**config.mk**
```make
export PLATFORM = sky130hd
export DESIGN_NAME = apb_slave_mem
export DESIGN_NICKNAME = d
export VERILOG_FILES = /design/src/rtl/apb_pkg.sv /design/src/rtl/apb_slave_regfile.sv /design/src/rtl/apb_slave_mem.sv
export SDC_FILE = /design/constraint.sdc
export NUM_CORES = 1
export LEC_CHECK = 0
export ABC_AREA = 1
export CAP_MARGIN = 20
export CORE_MARGIN = 5
export CORE_UTILIZATION = 47
export CTS_CLUSTER_DIAMETER = 100
export DETAILED_ROUTE_END_ITERATION = 10
export DONT_BUFFER_PORTS = 1
export PLACE_DENSITY = 0.63
export SLEW_MARGIN = 20
export SYNTH_ARGS = -nofsm -noshare
export SYNTH_HDL_FRONTEND = slang
export SYNTH_SLANG_ARGS = --single-unit
```
**constraint.sdc**
```tcl
create_clock -name pclk -period 6.1 [get_ports pclk]
set_input_delay 0.915 -clock pclk [delete_from_list [all_inputs] [get_ports pclk]]
set_output_delay 0.915 -clock pclk [all_outputs]
set_load 0.02 [all_outputs]
```
**src/rtl/apb_pkg.sv**
```systemverilog
// Shared types for the APB completer.
// Default bus widths come from the AW/DW macros. Each falls back to 8 bits
// when the build does not define it.
`ifndef AW
`define AW 8
`endif
`ifndef DW
`define DW 8
`endif

package apb_pkg;

    typedef enum logic {IDLE, ACCESS} apb_slv_state_e;

    typedef logic [`AW-1:0] apb_addr_t;
    typedef logic [`DW-1:0] apb_data_t;

    // Upper bound of the 4-bit wait-state counter.
    localparam int APB_MAX_WAIT = 15;

endpackage

```
**src/rtl/apb_slave_regfile.sv**
```systemverilog
// DEPTH x DW storage block for the APB completer.
// Writes are synchronous and reads are combinational.
// A synchronous reset clears every word to zero.
module apb_slave_regfile #(
    parameter int DW    = 8,
    parameter int DEPTH = 64,
    parameter int IW    = $clog2(DEPTH)
) (
    input  logic          clk_i,
    input  logic          rst_i,
    input  logic          we_i,
    input  logic [IW-1:0] waddr_i,
    input  logic [DW-1:0] wdata_i,
    input  logic [IW-1:0] raddr_i,
    output logic [DW-1:0] rdata_o
);

    logic [DW-1:0] mem_q [DEPTH];

    // Reset clears all words; otherwise commit a single write.
    always_ff @(posedge clk_i) begin
        if (rst_i) begin
            for (int i = 0; i < DEPTH; i++) mem_q[i] <= '0;
        end else if (we_i) begin
            mem_q[waddr_i] <= wdata_i;
        end
    end

    assign rdata_o = mem_q[raddr_i];

endmodule

```
**src/rtl/apb_slave_mem.sv**
```systemverilog
// APB completer with a local register-file memory.
// It adds a fixed number of access wait states and flags out-of-range
// addresses with pslverr.
// Optional feature macro: APB_WAIT_STATE_EN. When it is defined, the
// WAIT_CYCLES wait states are honoured. When it is undefined, every
// transfer is zero-wait and takes two cycles.
import apb_pkg::*;

module apb_slave_mem #(
    parameter int AW          = `AW,
    parameter int DW          = `DW,
    parameter int DEPTH       = 64,
    parameter int WAIT_CYCLES = 2
) (
    input  logic          pclk,
    input  logic          preset,
    input  logic          psel,
    input  logic          penable,
    input  logic          pwrite,
    input  logic [AW-1:0] paddr,
    input  logic [DW-1:0] pwdata,
    output logic          pready,
    output logic [DW-1:0] prdata,
    output logic          pslverr
);

    localparam int IW = $clog2(DEPTH);
`ifdef APB_WAIT_STATE_EN
    localparam int WAIT_EFF = (WAIT_CYCLES > APB_MAX_WAIT) ? APB_MAX_WAIT : WAIT_CYCLES;
`else
    // WAIT_CYCLES stays a parameter so the interface is the same, but it has no effect here.
    localparam int WAIT_EFF = WAIT_CYCLES * 0;
`endif
    localparam bit ZERO_WAIT = (WAIT_EFF == 0);

    apb_slv_state_e state_q;
    logic           pready_q, pslverr_q, wr_q, err_q;
    logic [DW-1:0]  prdata_q, wdata_q;
    logic [IW-1:0]  addr_q;
`ifdef APB_WAIT_STATE_EN
    logic [3:0]     wait_cnt_q;
`endif

    logic           setup_go, setup_err, we_d;
    logic [IW-1:0]  rd_idx;
    logic [DW-1:0]  rd_data;

    // Setup can arrive in IDLE, or mid-ACCESS as a fresh transfer that drops the old one.
    assign setup_go  = psel && !penable;
    // The range check uses every address bit; only the low bits index the memory.
    assign setup_err = ({1'b0, paddr} >= (AW+1)'(DEPTH));

    // A zero-wait read samples memory at the setup edge, so it reads at the live address.
    assign rd_idx = ZERO_WAIT ? paddr[IW-1:0] : addr_q;

    // Commit on the completion edge only. Abandoned, aborted or errored transfers never write.
    assign we_d = (state_q == ACCESS) && psel && penable && pready_q && wr_q && !err_q;

    apb_slave_regfile #(.DW(DW), .DEPTH(DEPTH), .IW(IW)) u_regfile (
        .clk_i   (pclk),
        .rst_i   (preset),
        .we_i    (we_d),
        .waddr_i (addr_q),
        .wdata_i (wdata_q),
        .raddr_i (rd_idx),
        .rdata_o (rd_data)
    );

    // Transfer FSM, wait counter and registered response.
    always_ff @(posedge pclk) begin
        if (preset) begin
            state_q    <= IDLE;
            pready_q   <= 1'b0;
            pslverr_q  <= 1'b0;
            prdata_q   <= '0;
            addr_q     <= '0;
            wr_q       <= 1'b0;
            wdata_q    <= '0;
            err_q      <= 1'b0;
`ifdef APB_WAIT_STATE_EN
            wait_cnt_q <= '0;
`endif
        end else if (setup_go) begin
            state_q    <= ACCESS;
            addr_q     <= paddr[IW-1:0];
            wr_q       <= pwrite;
            wdata_q    <= pwdata;
            err_q      <= setup_err;
`ifdef APB_WAIT_STATE_EN
            wait_cnt_q <= 4'(WAIT_EFF);
`endif
            if (ZERO_WAIT) begin
                pready_q  <= 1'b1;
                pslverr_q <= setup_err;
                prdata_q  <= (!pwrite && !setup_err) ? rd_data : '0;
            end else begin
                pready_q  <= 1'b0;
                pslverr_q <= 1'b0;
                prdata_q  <= '0;
            end
        end else if (state_q == ACCESS) begin
            if (!psel || (penable && pready_q)) begin
                // Either the requester abandoned the transfer or it completed this cycle.
                state_q   <= IDLE;
                pready_q  <= 1'b0;
                pslverr_q <= 1'b0;
                prdata_q  <= '0;
            end
`ifdef APB_WAIT_STATE_EN
            else if (wait_cnt_q > 4'd1) begin
                wait_cnt_q <= wait_cnt_q - 4'd1;
            end else begin
                pready_q  <= 1'b1;
                pslverr_q <= err_q;
                prdata_q  <= (!wr_q && !err_q) ? rd_data : '0;
            end
`endif
        end
    end

    assign pready  = pready_q;
    assign pslverr = pslverr_q;
    assign prdata  = prdata_q;

endmodule

```
# After elaboration in Yosys (flattened, before gate mapping)
# Memory sizes are Yosys's and may differ from the RTL's.
# Index checks and enable logic that the tools add are counted.
# W data, S select, Z words.
[classes]
n_mux = 19
reduce_logical = 18
magnitude_cmp = 1
[ops]
columns = ["operator", "n"]
rows = [
  ["$mux W8", 5],
  ["$mux W1", 13],
  ["$ge A8 B7 Y1 const B", 1],
  ["$logic_and A1 B1 Y1", 8],
  ["$reduce_or A8 Y1", 1],
  ["$mux W6", 1],
  ["$logic_not A1 Y1", 5],
  ["$reduce_bool A2 Y1", 2],
  ["$reduce_and A2 Y1", 1],
  ["$logic_or A1 B1 Y1", 1],
]
[word_totals]
in_bits = 21
memories = 1
register_bits = 27
output_inout_bits = 10
word_cells = 47
ram_bits = 512
[mem_list]
columns = ["memory", "depth", "word_bits", "rd", "rd_ports_with_merged_regs", "wr", "line_no", "source"]
rows = [
  ["u_regfile.mem_q", 64, 8, 1, 0, 64, "apb_slave_regfile.sv:18", "logic [DW-1:0] mem_q [DEPTH];"],
]

# Depth between registers and ports, before layout
[logic_depth]
ltp_word = 10
depth_mapped = 14
depth_no_buf = 11

# By module
# From an unflattened synthesis, not the netlist that was laid out.
[hier_totals]
cells_unflattened = 2570
area_unflattened_um2 = 24589.8
[by_module_without_submodules]
columns = ["module", "instances", "cells_per_inst", "seq_area_each_um2", "area_per_inst_um2"]
rows = [
  ["apb_slave_regfile", 1, 2448, 15374.7, 23582.6],
  ["apb_slave_mem", 1, 122, 540.5, 1007.2],
]

# Worst setup path after synthesis
# No wires, ideal clock.
[synth_timing]
path_type = "in2reg"
startpoint = "in preset"
endpoint = "mem u_regfile.mem_q[10][0] (enable)"
t_required_ns = 5.771
setup_ns = 0.329
path_buffers = 0
path_slack_ns = 3.588
t_arrival_ns = 2.183
stages = 7
path_cell_list = "inv_2 > nand2_1 > nor3_2 > nand2_1 > nor2_2 > nand2_2 > nand2_1"
[synth_lines]
columns = ["element", "line_no", "source"]
rows = [
  ["start: declaration", "apb_slave_mem.sv:16", "input logic preset,"],
  ["end: declaration", "apb_slave_regfile.sv:18", ""],
]

==> impl_metrics.prom <==
# TYPE chip_impl_metric gauge
chip_impl_metric{name="antenna_left",unit=""} 0
chip_impl_metric{name="detailedPlacementHpwl",unit="µm"} 38300
chip_impl_info{name="synth_flop_cell",value="edfxtp_1"} 1
chip_impl_metric{name="max-slew-margin-rel",unit="%"} 20.6
chip_impl_metric{name="initial_standard_cell_utilization_of_the_core",unit="%"} 47.5
chip_impl_info{name="rsz0062_at_grt",value="false"} 1
chip_impl_metric{name="cts-buffers-inserted",unit=""} 54
chip_impl_metric{name="grt_start_max_net_pins",unit=""} 258
chip_impl_metric{name="final_period_minus_worst_setup_slack",unit="ps"} 3180
chip_impl_metric{name="antennaDiodeCount",unit=""} 0
chip_impl_metric{name="avgViaCountPerCell",unit=""} 5.57
chip_impl_info{name="cts.root.buffer_cell",value="clkbuf_16"} 1
chip_impl_metric{name="final_cell_count_without_fillers",unit=""} 3175
chip_impl_metric{name="report.final.slew_viol_count",unit=""} 0
chip_impl_metric{name="grt_antenna_before_repair",unit=""} 0
chip_impl_metric{name="maximum_buffer_depth_of_the_clock_tree",unit=""} 3
chip_impl_metric{name="yosys_warnings",unit=""} 0
chip_impl_info{name="status",value="complete, no violations"} 1
chip_impl_metric{name="path_clk_slew",unit="ps"} 60
chip_impl_info{name="netlist_top_cells_area",value="edfxtp_1 (63%), nand2_1 (11%), nand3_1 (8.9%)"} 1
chip_impl_metric{name="die_h",unit="µm"} 238
chip_impl_metric{name="dieWidth",unit="µm"} 238
chip_impl_info{name="holdCritPathClass",value="in -> reg"} 1
chip_impl_metric{name="fin_area",unit="µm²"} 26500
chip_impl_metric{name="avgSynthCellArea",unit="µm²"} 9.55
chip_impl_metric{name="clock-skew-final",unit="ps"} 30.5
chip_impl_metric{name="cp.arrival",unit="ps"} 3460
chip_impl_metric{name="globalRoute.totalOverflow",unit=""} 0
chip_impl_metric{name="ys_async_sr_fraction",unit="%"} 0
chip_impl_metric{name="detailroute.via_count",unit=""} 17700
chip_impl_metric{name="finalWeightedCongestion",unit=""} 0.854
chip_impl_metric{name="final_hold_viol_count",unit=""} 0
chip_impl_metric{name="clock-sinks",unit=""} 539
chip_impl_metric{name="yosys_register_bits",unit=""} 539
chip_impl_metric{name="cts.hold.buffers_added",unit=""} 0
chip_impl_metric{name="boundaryPins",unit=""} 31
chip_impl_metric{name="place_worst_setup_slack",unit="ps"} 2360
chip_impl_info{name="crit_path_start",value="pready$_SDFFE_PP0P_"} 1
chip_impl_metric{name="remaining_drc_errors",unit=""} 0
chip_impl_info{name="critical_path.endpoint_type",value="flip-flop"} 1
chip_impl_metric{name="power.leakage",unit="µW"} 0.00967
chip_impl_metric{name="cp.required",unit="ps"} 6380
chip_impl_metric{name="detailed_place.area",unit="µm²"} 24700
chip_impl_info{name="synth.most_common_cell",value="nand2_1"} 1
chip_impl_info{name="worstSetupPathType",value="reg -> reg"} 1
chip_impl_metric{name="max-cap-violations",unit=""} 0
chip_impl_metric{name="worst_slack",unit="ps"} 2920
chip_impl_metric{name="p_per_area",unit="nW/µm²"} 304
chip_impl_metric{name="cp_max_fo",unit=""} 9
chip_impl_metric{name="grt_pass1_vias",unit=""} 16700
chip_impl_metric{name="clock_tree.htree_level_count",unit=""} 2
chip_impl_metric{name="drive_gt1_share",unit="%"} 7.78
chip_impl_metric{name="detailedRoute.firstIterationViolations",unit=""} 1995
chip_impl_info{name="cell_accounting_for_the_most_synthesized_area",value="edfxtp_1"} 1
chip_impl_metric{name="synth_area",unit="µm²"} 24400
chip_impl_metric{name="post-cts-setup-buffers",unit=""} 0
chip_impl_metric{name="routedWlPerCell",unit="µm"} 20.7
chip_impl_metric{name="worst_hold_slack",unit="ps"} 348
chip_impl_metric{name="detailedRoute.firstPassIterationCount",unit=""} 6
chip_impl_metric{name="report.final.setup_viol",unit=""} 0
chip_impl_metric{name="yosys.area.top_type_share",unit="%"} 62.9
chip_impl_metric{name="wirelength",unit="µm"} 65800
chip_impl_metric{name="clock.fmax",unit="MHz"} 314
chip_impl_metric{name="syn2layout_area_growth",unit="%"} 8.32
chip_impl_metric{name="dp_cells",unit=""} 3072
chip_impl_metric{name="cts_resized",unit=""} 0
chip_impl_metric{name="mappedNetlistNets",unit=""} 2578
chip_impl_info{name="reg2reg_from",value="pready$_SDFFE_PP0P_"} 1
chip_impl_metric{name="worst_slew_pin_slew",unit="ps"} 1190
chip_impl_metric{name="die_area",unit="µm²"} 56600
chip_impl_metric{name="num-nets-final",unit=""} 2471
chip_impl_metric{name="synth_sequential_area_ratio",unit="%"} 65.2
chip_impl_info{name="start_point_of_the_worst_min_delay_path",value="preset"} 1
chip_impl_metric{name="first_pass_grt_wire_length",unit="µm"} 98100
chip_impl_metric{name="syn_inst",unit=""} 2557
chip_impl_metric{name="worstSkewPairLatency",unit="ps"} 630
chip_impl_metric{name="library_cells_used_by_synthesis",unit=""} 20
chip_impl_metric{name="synth_enable_flop_cells",unit=""} 512
chip_impl_info{name="startpoint_type",value="flip-flop"} 1
chip_impl_info{name="tritoncts",value="yes"} 1
chip_impl_metric{name="irDropWorstVdd",unit="µV"} 255
chip_impl_metric{name="core_area",unit="µm²"} 51400
chip_impl_info{name="synth.top_cells.by_count",value="nand2_1 (741), nor2_1 (516), edfxtp_1 (512), nand3_1 (433), clkbuf_1 (99)"} 1
chip_impl_metric{name="post-route-period-util",unit="%"} 52.2
chip_impl_metric{name="grtUsageTotal",unit="%"} 22.7
chip_impl_metric{name="portBuffers",unit=""} 0
chip_impl_metric{name="num_rows",unit=""} 83
chip_impl_metric{name="setup-tns-final",unit="ps"} 0
metrics by stage:
stage | total power, µW | utilization (%)
after floorplan | 4670 | -
after global routing | 8280 | 51.5
after CTS | 8060 | 51.4
after global placement | 4810 | 48.0
final | 8040 | 51.5
after detailed placement | 4820 | 48.0
area by class of cell:
type / instances / area (µm²)
Fill cell: 4692 / 24900
Inverter: 23 / 95.1
Multi-Input combinational cell: 1814 / 7680
Tap cell: 680 / 851
Clock inverter: 37 / 305
Sequential cell: 539 / 15900
Clock buffer: 64 / 1450
Timing Repair Buffer: 18 / 159
where the power goes:
group / switching, µW / leakage (µW) / internal [µW] / total, µW
logic: 422 / 0.00330 / 121 / 543
registers: 45.9 / 0.00551 / 4160 / 4210
clock network: 1420 / 0.000858 / 1870 / 3290
metal layers:
metal / global-route usage (%) / up-vias / routed length [µm]
li1: - / 8357 / -
met1: 30.8 / 8302 / 26300
met2: 37.0 / 881 / 30800
met3: 3.93 / 140 / 6320
met4: 8.03 / 4 / 2130
met5: 2.27 / - / 175
final timing paths:
| check | endpoint | cells after the start | slack (ps) |
|---|---|---|---|
| hold reg to reg | err_q$_SDFFE_PP0P_ | 2 | 460 |
| setup / recovery | u_regfile.mem_q[32][1]$_SDFFCE_PN0P_ | 6 | 2920 |
| hold / removal | prdata[5]$_SDFFE_PP0P_ | 1 | 350 |
| setup reg to reg | u_regfile.mem_q[32][1]$_SDFFCE_PN0P_ | 6 | 2920 |
registers in the layout, summed over array words and instances, names as in the netlist, 6 cells and up:
name	cells
u_regfile.mem_q	512
prdata	8
wdata_q	8
addr_q	6
logic make-up (layout without fill, tap and decap cells):
logic type             after synthesis  after routing  share of synthesized area [%]
buffers and inverters              204            142                           3.48
and+or+nand+nor                   1772           1772                           30.5
AOI/OAI and AO/OA                   42             42                          0.866
DFF                                539            539                           65.2
worst max-delay path: stages (launching register included):
cell and delay (ps):
dfxtp_1 470, nand2_1 130, nor3_2 360, nand2_1 260, nor3_4 940, nand2_2 300, nand2_1 400
placed cells by master, fill, tap and decap left out, types with 11 or more instances in the layout:
cell type,count
nand2_1,741
nor2_1,515
edfxtp_1,512
nand3_1,433
nand2_2,64
clkbuf_16,56
a21oi_1,27
dfxtp_1,27
clkinv_1,16
buf_4,15
o21ai_0,14
clkinv_2,11
Power figures use the tool's default switching activity.
